[src/rtl/decode_regread_pkg.sv]
// Shared constants, field positions, decoded-bundle type and immediate helpers
// for the decode/register-read stage.
package decode_regread_pkg;

   localparam int DATA_W    = 16;
   localparam int REG_COUNT = 8;
   localparam int PC_W      = 16;
   localparam int INSTR_W   = 16;
   localparam int REG_AW    = $clog2(REG_COUNT);

   localparam logic [2:0] OP_ADD  = 3'b000;
   localparam logic [2:0] OP_ADDI = 3'b001;
   localparam logic [2:0] OP_NAND = 3'b010;
   localparam logic [2:0] OP_LUI  = 3'b011;
   localparam logic [2:0] OP_SW   = 3'b100;
   localparam logic [2:0] OP_LW   = 3'b101;
   localparam logic [2:0] OP_BEQ  = 3'b110;
   localparam logic [2:0] OP_JALR = 3'b111;

   // LSB positions of the instruction fields
   localparam int F_OP_LO   = 13;
   localparam int F_RA_LO   = 10;
   localparam int F_RB_LO   = 7;
   localparam int F_RC_LO   = 0;
   localparam int F_IMM7_W  = 7;
   localparam int F_IMM10_W = 10;

   typedef struct packed {
      logic [2:0]        opcode;
      logic [REG_AW-1:0] tgt;
      logic [DATA_W-1:0] op_a;
      logic [DATA_W-1:0] op_b;
      logic [DATA_W-1:0] imm;
      logic [PC_W-1:0]   pc;
      logic              bubble;
   } bundle_t;

   // Invalid bundle: tgt=0 guarantees writeback never commits it
   localparam bundle_t BUBBLE_BUNDLE = '{opcode: '0, tgt: '0, op_a: '0, op_b: '0,
                                         imm: '0, pc: '0, bubble: 1'b1};

   function automatic logic [DATA_W-1:0] sext7(input logic [F_IMM7_W-1:0] v);
      return {{(DATA_W-F_IMM7_W){v[F_IMM7_W-1]}}, v};
   endfunction

   function automatic logic [DATA_W-1:0] lui_imm(input logic [F_IMM10_W-1:0] v);
      return {v, {(DATA_W-F_IMM10_W){1'b0}}};
   endfunction

endpackage

[src/rtl/decode_regread_if.sv]
// Decode-stage bus: fetch side, writeback write port, and registered bundle
// to execute. master = surrounding pipeline, slave = decode stage.
interface decode_regread_if;
   import decode_regread_pkg::*;

   logic [INSTR_W-1:0] instr_in;
   logic [PC_W-1:0]    pc_in;
   logic               bubble_in;
   logic               stall_in;
   logic               flush_in;
   logic               wb_we;
   logic [REG_AW-1:0]  wb_tgt;
   logic [DATA_W-1:0]  wb_data;
   logic               stall_out;
   logic [2:0]         opcode_out;
   logic [REG_AW-1:0]  tgt_out;
   logic [DATA_W-1:0]  op_a_out;
   logic [DATA_W-1:0]  op_b_out;
   logic [DATA_W-1:0]  imm_out;
   logic [PC_W-1:0]    pc_out;
   logic               bubble_out;

   modport master (
      output instr_in, pc_in, bubble_in, stall_in, flush_in, wb_we, wb_tgt, wb_data,
      input  stall_out, opcode_out, tgt_out, op_a_out, op_b_out, imm_out, pc_out, bubble_out
   );

   modport slave (
      input  instr_in, pc_in, bubble_in, stall_in, flush_in, wb_we, wb_tgt, wb_data,
      output stall_out, opcode_out, tgt_out, op_a_out, op_b_out, imm_out, pc_out, bubble_out
   );

endinterface

[src/rtl/decode_regread_regfile_2r1w.sv]
// REG_COUNT x DATA_W register file: two async reads, one sync write,
// r0 hardwired to zero, async active-low reset clears every register.
module regfile_2r1w #(
   parameter  int DATA_W    = 16,
   parameter  int REG_COUNT = 8,
   localparam int AW        = $clog2(REG_COUNT)
) (
   input  logic              clk,
   input  logic              rst_n,
   input  logic              we,
   input  logic [AW-1:0]     waddr,
   input  logic [DATA_W-1:0] wdata,
   input  logic [AW-1:0]     raddr_a,
   input  logic [AW-1:0]     raddr_b,
   output logic [DATA_W-1:0] rdata_a,
   output logic [DATA_W-1:0] rdata_b
);

   logic [REG_COUNT-1:0][DATA_W-1:0] regs_d, regs_q;

   // Next-state: single write port, writes to r0 dropped
   always_comb begin
      regs_d = regs_q;
      if (we && waddr != '0) regs_d[waddr] = wdata;
      regs_d[0] = '0;
   end

   // Storage
   always_ff @(posedge clk or negedge rst_n) begin
      if (!rst_n) regs_q <= '0;
      else        regs_q <= regs_d;
   end

   assign rdata_a = regs_q[raddr_a];
   assign rdata_b = regs_q[raddr_b];

endmodule

[src/rtl/decode_regread.sv]
// Decode + register-read stage. Decodes the RiSC-style instruction, reads up to
// two operands and registers the bundle for execute (1-cycle latency).
// Build option WB_BYPASS_EN: forward same-cycle writeback data to the reads
// (stall_out tied 0). Default: no forwarding; a read of a register being
// written this cycle raises stall_out and the retry sees the committed value.
module decode_regread
   import decode_regread_pkg::*;
(
   input  logic            clk,
   input  logic            rst_n,
   decode_regread_if.slave io
);

   logic [2:0]        op;
   logic [REG_AW-1:0] ra, rb, rc;
   logic [REG_AW-1:0] src_a, src_b, dec_tgt;
   logic              use_a, use_b;
   logic [DATA_W-1:0] dec_imm;
   logic [DATA_W-1:0] rf_a, rf_b, rd_a, rd_b, opnd_a, opnd_b;
   logic              wb_hit, dec_stall;
   bundle_t           bundle_d, bundle_q;

   assign op     = io.instr_in[F_OP_LO +: 3];
   assign ra     = io.instr_in[F_RA_LO +: REG_AW];
   assign rb     = io.instr_in[F_RB_LO +: REG_AW];
   assign rc     = io.instr_in[F_RC_LO +: REG_AW];
   assign wb_hit = io.wb_we && (io.wb_tgt != '0);

   // Per-opcode source selection, destination and immediate
   always_comb begin
      src_a   = '0;
      src_b   = '0;
      use_a   = 1'b0;
      use_b   = 1'b0;
      dec_tgt = '0;
      dec_imm = '0;
      case (op)
         OP_ADD, OP_NAND: begin
            src_a = rb; use_a = 1'b1; src_b = rc; use_b = 1'b1; dec_tgt = ra;
         end
         OP_ADDI, OP_LW: begin
            src_a = rb; use_a = 1'b1; dec_tgt = ra;
            dec_imm = sext7(io.instr_in[F_IMM7_W-1:0]);
         end
         OP_LUI: begin
            dec_tgt = ra;
            dec_imm = lui_imm(io.instr_in[F_IMM10_W-1:0]);
         end
         OP_SW: begin
            src_a = rb; use_a = 1'b1; src_b = ra; use_b = 1'b1;
            dec_imm = sext7(io.instr_in[F_IMM7_W-1:0]);
         end
         OP_BEQ: begin
            src_a = ra; use_a = 1'b1; src_b = rb; use_b = 1'b1;
            dec_imm = sext7(io.instr_in[F_IMM7_W-1:0]);
         end
         OP_JALR: begin
            src_a = rb; use_a = 1'b1; dec_tgt = ra;
         end
         default: ;
      endcase
   end

   regfile_2r1w #(.DATA_W(DATA_W), .REG_COUNT(REG_COUNT)) u_rf (
      .clk     (clk),
      .rst_n   (rst_n),
      .we      (io.wb_we),
      .waddr   (io.wb_tgt),
      .wdata   (io.wb_data),
      .raddr_a (src_a),
      .raddr_b (src_b),
      .rdata_a (rf_a),
      .rdata_b (rf_b)
   );

   // Operand read: optional forwarding of the in-flight write (never for r0)
   always_comb begin
      rd_a = rf_a;
      rd_b = rf_b;
`ifdef WB_BYPASS_EN
      if (wb_hit && io.wb_tgt == src_a) rd_a = io.wb_data;
      if (wb_hit && io.wb_tgt == src_b) rd_b = io.wb_data;
`endif
      opnd_a = use_a ? rd_a : '0;
      opnd_b = use_b ? rd_b : '0;
   end

`ifdef WB_BYPASS_EN
   assign dec_stall = 1'b0;
`else
   // Without forwarding, a used source being written this cycle must retry;
   // held low during reset so fetch is not blocked by stale inputs
   assign dec_stall = rst_n && !io.bubble_in && wb_hit &&
                      ((use_a && src_a == io.wb_tgt) || (use_b && src_b == io.wb_tgt));
`endif

   assign io.stall_out = dec_stall;

   // Output bundle next-state: flush > stall_in hold > bubble/stall > load
   always_comb begin
      bundle_d = bundle_q;
      if (io.flush_in) begin
         bundle_d = BUBBLE_BUNDLE;
      end else if (io.stall_in) begin
         bundle_d = bundle_q;
      end else if (io.bubble_in || dec_stall) begin
         bundle_d = BUBBLE_BUNDLE;
      end else begin
         bundle_d = '{opcode: op, tgt: dec_tgt, op_a: opnd_a, op_b: opnd_b,
                      imm: dec_imm, pc: io.pc_in, bubble: 1'b0};
      end
   end

   // Output register; reset discards any in-flight bundle
   always_ff @(posedge clk or negedge rst_n) begin
      if (!rst_n) bundle_q <= BUBBLE_BUNDLE;
      else        bundle_q <= bundle_d;
   end

   assign io.opcode_out = bundle_q.opcode;
   assign io.tgt_out    = bundle_q.tgt;
   assign io.op_a_out   = bundle_q.op_a;
   assign io.op_b_out   = bundle_q.op_b;
   assign io.imm_out    = bundle_q.imm;
   assign io.pc_out     = bundle_q.pc;
   assign io.bubble_out = bundle_q.bubble;

endmodule

[src/flat_wrapper.sv]
// flat-port wrapper written by rule: the top's interface ports become plain ports
module decode_regread_flat import decode_regread_pkg::*;
  (clk, rst_n, io_instr_in, io_pc_in, io_bubble_in, io_stall_in, io_flush_in, io_wb_we, io_wb_tgt, io_wb_data, io_stall_out, io_opcode_out, io_tgt_out, io_op_a_out, io_op_b_out, io_imm_out, io_pc_out, io_bubble_out);
  decode_regread_if io_i ();
  input  logic clk;
  input  logic rst_n;
  input wire logic [$bits(io_i.instr_in)-1:0] io_instr_in;
  input wire logic [$bits(io_i.pc_in)-1:0] io_pc_in;
  input wire logic [$bits(io_i.bubble_in)-1:0] io_bubble_in;
  input wire logic [$bits(io_i.stall_in)-1:0] io_stall_in;
  input wire logic [$bits(io_i.flush_in)-1:0] io_flush_in;
  input wire logic [$bits(io_i.wb_we)-1:0] io_wb_we;
  input wire logic [$bits(io_i.wb_tgt)-1:0] io_wb_tgt;
  input wire logic [$bits(io_i.wb_data)-1:0] io_wb_data;
  output wire logic [$bits(io_i.stall_out)-1:0] io_stall_out;
  output wire logic [$bits(io_i.opcode_out)-1:0] io_opcode_out;
  output wire logic [$bits(io_i.tgt_out)-1:0] io_tgt_out;
  output wire logic [$bits(io_i.op_a_out)-1:0] io_op_a_out;
  output wire logic [$bits(io_i.op_b_out)-1:0] io_op_b_out;
  output wire logic [$bits(io_i.imm_out)-1:0] io_imm_out;
  output wire logic [$bits(io_i.pc_out)-1:0] io_pc_out;
  output wire logic [$bits(io_i.bubble_out)-1:0] io_bubble_out;
  assign io_i.instr_in = io_instr_in;
  assign io_i.pc_in = io_pc_in;
  assign io_i.bubble_in = io_bubble_in;
  assign io_i.stall_in = io_stall_in;
  assign io_i.flush_in = io_flush_in;
  assign io_i.wb_we = io_wb_we;
  assign io_i.wb_tgt = io_wb_tgt;
  assign io_i.wb_data = io_wb_data;
  assign io_stall_out = io_i.stall_out;
  assign io_opcode_out = io_i.opcode_out;
  assign io_tgt_out = io_i.tgt_out;
  assign io_op_a_out = io_i.op_a_out;
  assign io_op_b_out = io_i.op_b_out;
  assign io_imm_out = io_i.imm_out;
  assign io_pc_out = io_i.pc_out;
  assign io_bubble_out = io_i.bubble_out;
  decode_regread u_core (.clk(clk), .rst_n(rst_n), .io(io_i));
endmodule
[config.mk]
export PLATFORM = sky130hd
export DESIGN_NAME = decode_regread_flat
export DESIGN_NICKNAME = d
export VERILOG_FILES = /design/src/rtl/decode_regread_pkg.sv /design/src/rtl/decode_regread_if.sv /design/src/rtl/decode_regread_regfile_2r1w.sv /design/src/rtl/decode_regread.sv /design/src/flat_wrapper.sv
export SDC_FILE = /design/constraint.sdc
export NUM_CORES = 1
export LEC_CHECK = 0
export ABC_CLOCK_PERIOD_IN_PS = 2360
export CAP_MARGIN = 10
export CORE_ASPECT_RATIO = 1.5
export CORE_UTILIZATION = 55
export DETAILED_ROUTE_END_ITERATION = 8
export GPL_TIMING_DRIVEN = 0
export PLACE_DENSITY = 0.8
export SLEW_MARGIN = 25
export SYNTH_ARGS = -nofsm -noshare
export SYNTH_HDL_FRONTEND = slang
export SYNTH_HIERARCHICAL = 1
export SYNTH_SLANG_ARGS = --single-unit
[constraint.sdc]
create_clock -name clk -period 2.36 [get_ports clk]
set_input_delay 0.472 -clock clk [delete_from_list [all_inputs] [get_ports clk]]
set_output_delay 0.472 -clock clk [all_outputs]
set_load 0.1 [all_outputs]
==> run metrics <==
status=finished, violations left; failing checks=negative setup slack; Placed Cells incl. Taps=a little over 1,000; vias per inst=about 6.7; worst path arrival time=approximately 2.1 ns; Final WS setup=-0.1582 ns; post-synthesis mux area share=0.2615; die span in x=between 100 and 150 um; commonest non-fill, non-tap cell in the layout=dfrtp_1; DRC=0; Finished Layout Cells=around 1,100; Leakage Power=around 0.0055 uW; RSZ-0062 raised after global routing=yes; setup violators final=1; total chip power=~9300 uW; fin util=0.7220; PortBufs=approximately 130; initial antenna violation count=0; switch share=0.3183; M3 GR Usage=0.07022; yosys warns=6; DRT Pass-1 Iters=5; P per Cell Area=~800 mW/mm2; layout cell share with drive strength beyond 1=0.3699; core area=0.01633 mm2; compound-cell area share of the yosys netlist=0.1534; area share of fa/ha/maj cells after synthesis=0; Crit. End Element=output port; busiest grt layer=met2; Internal Power=about 6400 uW; initial drt markers=roughly 600; fin crit period=about 2.5 ns; # fillers=roughly 1,100; CTS sink count=183; Initial Utilization=0.5688; Slew @ Worst Pin=a little over 1 ns; largest family of logic cells by synthesized area=multiplexers; Post-DRT Antenna Nets=0; most frequent cell on the critical path=buf_8; Final Max Slew Viols=0; final hold violation count=0; ys flop type=dfrtp_1; clock tree buffer depth=2; CTS tree=built; gpl congestion=between 0.8 and 0.9; Max-cap violations=0; first-pass GRT wire length=42,680 um; Mapped Cells=between 600 and 700; CP delay by family, top=multiplexers; CP Launch Type=input pin; Critical path buffers and inverters=4; post-synthesis xor/xnor area fraction=0.005657; post-synthesis register bit count=around 180; Post-synth EDFFs=0; CP max-delay cell=a222oi_1; Tcrit/Tclk final=1.067; DR vias=around 7,200; worst skew pair latency=between 0.4 and 0.5 ns; Peak VDD IR=~0.55 mV; n_diodes=0; Max Freq=~0.40 GHz; slowest stage delay, CP=approximately 0.33 ns; Crit Path Max Fanout=5; Clk pin slew, worst setup/hold paths=approximately 0.070 ns; Num CTS Buffers=17; largest net degree at the start of global routing=79; Combinational Power Share=0.258; WL/cell=about 26 um; most frequent cells in the layout=182 x dfrtp_1, 150 x mux2_2, 76 x dlygate4sd2_1, 40 x clkdlybuf4s50_1; clock share of power=0.315; asr flop ratio synth=1.000; cell breakdown of the critical path=buf_8 > buf_8 > mux2i_4 > mux2_4 > a222oi_1 > buf_4 > o21a_4 > buf_12; share of the yosys chip area belonging to registers=0.4931; required time worst endpoint=1.89 ns; vias in the first global route=approximately 7,600; Post-Syn Area=approximately 0.0093 mm2; WL final=27,620 um; Seq pwr share=0.427; Root Buffer=clkbuf_16; Area growth, synth to finish=26.92%; met2 Use GR=0.5524; syn_nets=between 700 and 800; post-synth cell types=53; Nets=around 900; # IOs=~130; Die Y=~160 um; H-tree depth=4; Site Rows=between 50 and 60; die area=roughly 0.017 mm2; sw power=~3000 uW; total gr overflow=0; routing usage on met1=0.3846; Hold Crit Class=input pin to async pin; Rel. slew slack=0.3302; Detailed Place HPWL=roughly 19,000 um; Setup CP Type=input pin to output port; Simple-Gate Fraction of Synth Area=0.04377; Clock Skew=about 0.0065 ns; Tot GR Track Use=0.3300; post-synthesis average cell area=~13 um2
==> flip-flops by register name (all words and copies together), names as in the netlist <==
register              count
u_core/io.bubble_out      1
u_core/io.imm_out        16
u_core/io.op_a_out       16
u_core/io.op_b_out       16
u_core/io.opcode_out      3
u_core/io.pc_out         16
u_core/io.tgt_out         3
u_core/u_rf/regs_q      112
==> power by group through the flow <==
| stage | Sequential, uW | Clock (uW) | Combinational, uW |
|---|---|---|---|
| global route | 4040 | 3110 | 2540 |
| finish | 3990 | 2940 | 2410 |
| detailed placement | 4010 | 0 | 2280 |
| CTS | 3960 | 2980 | 2340 |
| floorplan | 4250 | 0 | 1300 |
| global placement | 3950 | 0 | 2200 |
==> layer usage <==
layer | wire [um] | vias up | share of wire
met2 | 14130 | 411 | 0.51
li1 | - | 3011 | -
met5 | 0 | - | 0
met3 | 2228 | 114 | 0.081
met1 | 9903 | 3674 | 0.36
met4 | 1359 | 0 | 0.049
==> metrics by stage <==
stage          setup slack, ns  setup TNS [ns]  hold WS [ns]  instance area, um2
5_1_grt                -0.1715         -0.1831       0.01159               11790
2_1_floorplan         -0.06186          -3.067        0.1764                9308
6_report               -0.1582         -0.1582      0.002316               11790
3_5_place_dp            -1.733          -69.60        0.4230               10900
4_1_cts                -0.2153         -0.6709      0.009515               11690
3_3_place_gp            -7.149        -1584.23        0.4558               10840
==> cell families (layout without fill, tap and decap cells) <==
logic type | count (synthesis) | after routing
and+or+nand+nor | 58 | 58
buffers and inverters | 65 | 241
xor gates and xnor gates | 6 | 6
AOI/OAI and AO/OA | 164 | 164
muxes | 213 | 213
DFF | 183 | 183
==> cell usage after synthesis (3+ instances only) <==
cell type | n | area [um2]
nand2_1 | 7 | 26.28
buf_1 | 4 | 15.01
buf_6 | 9 | 101.4
mux2i_1 | 35 | 350.3
nand4b_4 | 3 | 71.32
buf_4 | 9 | 67.56
nor2b_1 | 6 | 37.54
a21oi_1 | 5 | 25.02
a221oi_1 | 47 | 411.6
xor2_1 | 4 | 35.03
a21o_1 | 10 | 75.07
a22o_1 | 35 | 306.5
dfrtp_1 | 182 | 4554
a32o_1 | 35 | 350.3
nor2_1 | 19 | 71.32
nor3b_1 | 3 | 22.52
o22ai_1 | 17 | 106.4
a211o_1 | 3 | 26.28
inv_1 | 4 | 15.01
mux2_1 | 8 | 90.09
buf_2 | 21 | 105.1
mux2_4 | 20 | 300.3
clkbuf_1 | 15 | 56.30
mux2_2 | 150 | 1689
==> timing repair <==
| item | in CTS | in global routing |
|---|---|---|
| gates resized for setup | 138 | 36 |
| pin swaps | 5 | 6 |
| endpoints found under the setup margin | 143 | 68 |
| hold buffers | 1 | 0 |
| setup buffers | 12 | 4 |
| hold endpoints to repair | 54 | 0 |
==> worst paths after layout <==
| check | startpoint | end | slack [ns] | cells after the start |
|---|---|---|---|---|
| min in group clk | io_instr_in[11] | u_core/io.tgt_out[1] | 0.35 | 2 |
| max reg2reg | u_core/u_rf/regs_q[16] | u_core/io.op_b_out[0] | 0.90 | 4 |
| min reg2reg | u_core/io.bubble_out | u_core/io.bubble_out | 0.48 | 2 |
| max | io_instr_in[14] | io_stall_out | -0.16 | 8 |
| min | rst_n | u_core/u_rf/regs_q[19] | 0.002 | 2 |
| max in group asynchronous | rst_n | u_core/io.bubble_out | 1.66 | 3 |
==> cell type report <==
type	count	area, um2	area share
Clock inverter	13	166.4	0.01411
Buffer	59	442.9	0.03756
Timing Repair Buffer	146	1375	0.1166
Multi-Input combinational cell	441	4501	0.3817
Clock buffer	19	452.9	0.03841
Inverter	4	15.01	0.001273
Sequential cell	183	4581	0.3885
Tap cell	206	257.7	0.02186
(Power assumes the default switching activity.)
